`src/rtl/uart_tx_frame.sv`:
```
// Parametrised UART transmitter: configurable width, parity and stop bits,
// with a one-entry holding register for gap-free back-to-back frames.
module uart_tx_frame #(
  parameter int DATA_BITS  = 8,
  parameter int PARITY     = 0,
  parameter int STOP_BITS  = 1,
  parameter int OVERSAMPLE = 16
) (
  input  logic                 clk_i,
  input  logic                 rst_n_i,
  input  logic                 tick_i,
  input  logic                 valid_i,
  input  logic [DATA_BITS-1:0] data_i,
  output logic                 ready_o,
  output logic                 txd_o,
  output logic                 busy_o,
  output logic                 done_o
);

  localparam int TW = $clog2(OVERSAMPLE);
  localparam logic [TW-1:0] TLAST = TW'(OVERSAMPLE - 1);
  localparam logic [3:0] DLAST = 4'(DATA_BITS - 1);
  localparam logic [3:0] SLAST = 4'(STOP_BITS - 1);

  if (DATA_BITS < 5 || DATA_BITS > 9) begin : g_bad_data_bits
    $error("uart_tx_frame: DATA_BITS must be 5..9");
  end
  if (PARITY < 0 || PARITY > 2) begin : g_bad_parity
    $error("uart_tx_frame: PARITY must be 0, 1 or 2");
  end
  if (STOP_BITS < 1 || STOP_BITS > 2) begin : g_bad_stop_bits
    $error("uart_tx_frame: STOP_BITS must be 1 or 2");
  end
  if (OVERSAMPLE < 2 || OVERSAMPLE > 64) begin : g_bad_oversample
    $error("uart_tx_frame: OVERSAMPLE must be 2..64");
  end

  typedef enum logic [2:0] {
    IDLE,
    START,
    DATA,
    PAR,
    STOP
  } state_e;

  state_e                state_q, state_d;
  logic [TW-1:0]         tick_cnt_q, tick_cnt_d;
  logic [3:0]            bit_cnt_q, bit_cnt_d;
  logic [DATA_BITS-1:0]  shift_q, shift_d;
  logic [DATA_BITS-1:0]  hold_q, hold_d;
  logic                  hold_full_q, hold_full_d;
  logic                  par_q, par_d;
  logic                  txd_q, txd_d;
  logic                  busy_q, busy_d;
  logic                  done_q, done_d;
  logic                  accept;
  logic                  bit_end;
  logic                  launch;

  assign accept  = valid_i && !hold_full_q;
  assign bit_end = tick_i && (state_q != IDLE) &&
                   (tick_cnt_q == TLAST);

  always_comb begin
    state_d    = state_q;
    tick_cnt_d = tick_cnt_q;
    bit_cnt_d  = bit_cnt_q;
    shift_d    = shift_q;
    par_d      = par_q;
    done_d     = 1'b0;
    launch     = 1'b0;

    if (state_q != IDLE && tick_i) begin
      tick_cnt_d = bit_end ? '0 : tick_cnt_q + 1'b1;
    end

    unique case (state_q)
      IDLE: begin
        if (tick_i && hold_full_q) launch = 1'b1;
      end
      START: begin
        if (bit_end) begin
          state_d   = DATA;
          bit_cnt_d = '0;
        end
      end
      DATA: begin
        if (bit_end) begin
          shift_d   = shift_q >> 1;
          bit_cnt_d = bit_cnt_q + 4'd1;
          if (bit_cnt_q == DLAST) begin
            state_d   = (PARITY != 0) ? PAR : STOP;
            bit_cnt_d = '0;
          end
        end
      end
      PAR: begin
        if (bit_end) begin
          state_d   = STOP;
          bit_cnt_d = '0;
        end
      end
      STOP: begin
        if (bit_end) begin
          bit_cnt_d = bit_cnt_q + 4'd1;
          if (bit_cnt_q == SLAST) begin
            done_d    = 1'b1;
            bit_cnt_d = '0;
            if (hold_full_q) launch = 1'b1;
            else state_d = IDLE;
          end
        end
      end
      default: state_d = IDLE;
    endcase

    // parity is fixed at load time, not tracked from the shifting data
    if (launch) begin
      state_d    = START;
      tick_cnt_d = '0;
      bit_cnt_d  = '0;
      shift_d    = hold_q;
      par_d      = (PARITY == 1) ? ~^hold_q : ^hold_q;
    end

    hold_d      = accept ? data_i : hold_q;
    hold_full_d = accept ? 1'b1 : (launch ? 1'b0 : hold_full_q);
    busy_d      = (state_q != IDLE);

    unique case (state_d)
      START:   txd_d = 1'b0;
      DATA:    txd_d = shift_d[0];
      PAR:     txd_d = par_d;
      default: txd_d = 1'b1;
    endcase
  end

  always_ff @(posedge clk_i or negedge rst_n_i) begin
    if (!rst_n_i) begin
      state_q     <= IDLE;
      tick_cnt_q  <= '0;
      bit_cnt_q   <= '0;
      shift_q     <= '0;
      hold_q      <= '0;
      hold_full_q <= 1'b0;
      par_q       <= 1'b0;
      txd_q       <= 1'b1;
      busy_q      <= 1'b0;
      done_q      <= 1'b0;
    end else begin
      state_q     <= state_d;
      tick_cnt_q  <= tick_cnt_d;
      bit_cnt_q   <= bit_cnt_d;
      shift_q     <= shift_d;
      hold_q      <= hold_d;
      hold_full_q <= hold_full_d;
      par_q       <= par_d;
      txd_q       <= txd_d;
      busy_q      <= busy_d;
      done_q      <= done_d;
    end
  end

  assign ready_o = !hold_full_q;
  assign txd_o   = txd_q;
  assign busy_o  = busy_q;
  assign done_o  = done_q;

endmodule
```
`config.mk`:
```
export PLATFORM = sky130hd
export DESIGN_NAME = uart_tx_frame
export DESIGN_NICKNAME = d
export VERILOG_FILES = /design/src/rtl/uart_tx_frame.sv
export SDC_FILE = /design/constraint.sdc
export NUM_CORES = 1
export LEC_CHECK = 0
export BUFFER_PORTS_ARGS = -buffer_cell sky130_fd_sc_hd__buf_2
export CELL_PAD_IN_SITES_DETAIL_PLACEMENT = 1
export CELL_PAD_IN_SITES_GLOBAL_PLACEMENT = 1
export CORE_ASPECT_RATIO = 0.6
export CORE_MARGIN = 8
export CORE_UTILIZATION = 30
export CTS_CLUSTER_DIAMETER = 30
export DETAILED_ROUTE_END_ITERATION = 6
export GPL_ROUTABILITY_DRIVEN = 0
export GPL_TIMING_DRIVEN = 0
export PLACE_DENSITY = 0.52
export SLEW_MARGIN = 20
export SYNTH_ARGS = -nofsm -noshare
export SYNTH_HDL_FRONTEND = slang
export SYNTH_SLANG_ARGS = --single-unit
```
`constraint.sdc`:
```
create_clock -name clk_i -period 2.38 [get_ports clk_i]
set_input_delay 0.238 -clock clk_i [delete_from_list [all_inputs] [get_ports clk_i]]
set_output_delay 0.238 -clock clk_i [all_outputs]
set_load 0.05 [all_outputs]
```
==> results.md <==
* Post-Syn Nets at between 150 and 200
* Hold Buf Count CTS at 0
* # setup viols final at 0
* Worst setup margin at between 0.15 and 0.2 ns
* Post-synthesis cell count at ~150
* Final Skew at about 0.006 ns
* Nets at approximately 180
* Fmax at approximately 0.46 GHz
* Num CTS Buffers at 5
* Num rows at 20
* Post-route ant nets at 0
* HP Class: in -> async
* Max cap viols at 0
* Post-synthesis sequential area ratio at 50.55%
* Peak supply drop at about 0.37 mV
* Synthesized area at between 1500 and 2000 µm²
* Drt total wl at 3745 µm
* Run status: completed
* RSZ-0062 raised after global routing: no
* Area of the core at a little over 5000 µm²
* Top Ports at 16
* Worst EP arrival at 2.40 ns
* H-tree levels at 2
* Total Routing Usage GR at 10.37%
* Most used DFF post-synth: dfrtp_1
* Width of the die at approximately 110 µm
* Relative slew slack at 50.14%
* Final std cells w/o fill at approximately 240
* First-pass GRT wire length at 6299 µm
* Die area at 7948 µm²
* Final Hold Fails at 0
* Layout cells sized above 1 at 23.67%
* Fin crit share at between 90% and 100%
* DR WL/cell at between 15 and 20 µm
* Crit-path max FO at 10
* Most frequent cells in the layout: dfrtp_1 (31), buf_2 (18), nand2_1 (12), nor2_1 (9), mux2_2 (9)
* DP Worst Slack at around 0.23 ns
* CP dominant cell by count: nor2_1
* Pwr Total at ~2.2 mW
* Via/cell ratio at between 4 and 5
* Post-synth EDFFs at 0
* Max clock buf depth at 2
* Crit-path cells: ha_1 > and4_1 > a31oi_1 > nor2_1 > buf_4 > nor2_1 > a21o_1
* Final Instance Area at about 1800 µm²
* Later-pin clock latency in the skew report at between 0.2 and 0.3 ns
* Synth Register Bits at 32
* Die Span Y at a little over 70 µm
* Netlist cell types at 37
* Hold WS at 0.02030 ns
* Period minus WS final at around 2.2 ns
* CTS root buffer: clkbuf_8
* Clk sinks at 32
* Post-Syn Area per Cell at about 11 µm²
* Synth async-reset ratio at 100.0%
* Inst Count DP at 227
* CP startpoint kind: flop
* Largest net degree at the start of global routing at 33
* DR DRC count at 0
* Crit Path Class: reg -> reg
* CTS tree: done
* P&R area growth vs syn at 15.62%
* Clock-pin slew of the registers on the worst-case setup and hold paths at approximately 0.060 ns
* CP peak stage delay at about 0.43 ns
* Worst setup EP type: flop
* Vias in the first global route at 1251
* Commonest non-fill, non-tap cell in the layout: dfrtp_1
* Yosys Warn Count at 0
* Req. time, crit path at around 2.6 ns
* Pins Over Slew Limit at 0
* Antenna Cells at 0
* Slowest cell on the critical path: dfrtp_1
* IO buf count at 15
* Initial antenna violation count at 0
* Post-CTS Setup Bufs at 0
* Drt initial violations at 35
* Starting Density at approximately 31%
* Total grt overflow at 0
* Vias at 1164
* Core Util, Final at around 36%
* TritonRoute pass-1 iters at 4
* Setup TNS at 0 ns
* Post-CTS sizing at 0
* Post-DP Area at approximately 1700 µm²
* HPWL after DPL at 2768 µm
* Worst slew pin tran at 0.7479 ns
* Leakage at between 0.8 and 0.9 nW
* Cell Pwr Density at roughly 1200 nW/µm²
## synth_stat cells, types with 2 or more instances
| cell | n | area (µm²) |
|---|---|---|
| inv_1 | 7 | 26.28 |
| nand2b_1 | 2 | 12.51 |
| mux2_2 | 9 | 101.4 |
| nor2b_1 | 3 | 18.77 |
| a21o_1 | 7 | 52.55 |
| or3_1 | 5 | 31.28 |
| ha_1 | 3 | 37.54 |
| a31oi_1 | 2 | 12.51 |
| buf_2 | 3 | 15.01 |
| dfrtp_1 | 31 | 775.7 |
| and2_1 | 2 | 12.51 |
| o211ai_1 | 2 | 15.01 |
| a22o_1 | 7 | 61.31 |
| o21ai_0 | 6 | 30.03 |
| xnor2_1 | 8 | 70.07 |
| a21oi_1 | 8 | 40.04 |
| nor2_1 | 9 | 33.78 |
| nand2_1 | 12 | 45.04 |
| buf_4 | 2 | 15.01 |
## area by class of cell
| class | count | area [µm²] |
|---|---|---|
| Fill cell | 587 | 3246 |
| Sequential cell | 32 | 802.0 |
| Multi-Input combinational cell | 101 | 724.4 |
| Clock buffer | 8 | 90.09 |
| Tap cell | 66 | 82.58 |
| Timing Repair Buffer | 15 | 75.07 |
| Buffer | 6 | 33.78 |
| Inverter | 7 | 26.28 |
## final timing paths
path	start	to	slack (ns)	cells past startpoint
worst max-delay path	tick_cnt_q[0]	shift_q[4]	0.20	7
worst min-delay path	rst_n_i	tick_cnt_q[3]	0.02	1
worst max register to register	tick_cnt_q[0]	shift_q[4]	0.20	7
worst min register to register	shift_q[5]	shift_q[5]	0.48	1
max in group asynchronous	rst_n_i	shift_q[0]	1.88	1
min in group clk_i	data_i[0]	hold_q[0]	0.17	3
## cells by family after synthesis
kind of cell,after synthesis,synth area share (%)
adders and majority gates,3,2.366
and+or+nand+nor,41,14.59
muxes,10,7.019
AOI/OAI and AO/OA,38,16.72
xor gates and xnor gates,9,4.969
buffers and inverters,13,3.785
DFF,32,50.55
## critical path, delay by kind of cell (launching register included)
kind            cells  cell delay [ns]
compound gates      2             0.44
fa+ha+maj           1             0.29
buf+inv             1             0.19
flops               1             0.43
simple gates        3             0.78
## state kept, by name, summed over array words and instances, names as in the netlist, 3 cells and up
signal,count
hold_q,8
shift_q,8
bit_cnt_q,4
tick_cnt_q,4
state_q,3
## power breakdown
part	switching, mW	total, mW	internal, mW
Clock	0.202	0.438	0.236
Sequential	0.167	0.928	0.761
Combinational	0.433	0.809	0.376
Total	0.801	2.17	1.37
## layer usage
layer / vias to the layer above / GRT usage [%] / share of wire (%)
met5: - / 0 / 0
met4: 0 / 4.018 / 1.4
met3: 4 / 2.918 / 2.9
met2: 12 / 14.69 / 43
met1: 588 / 14.38 / 53
li1: 560 / - / -
(Power assumes the default switching activity.)
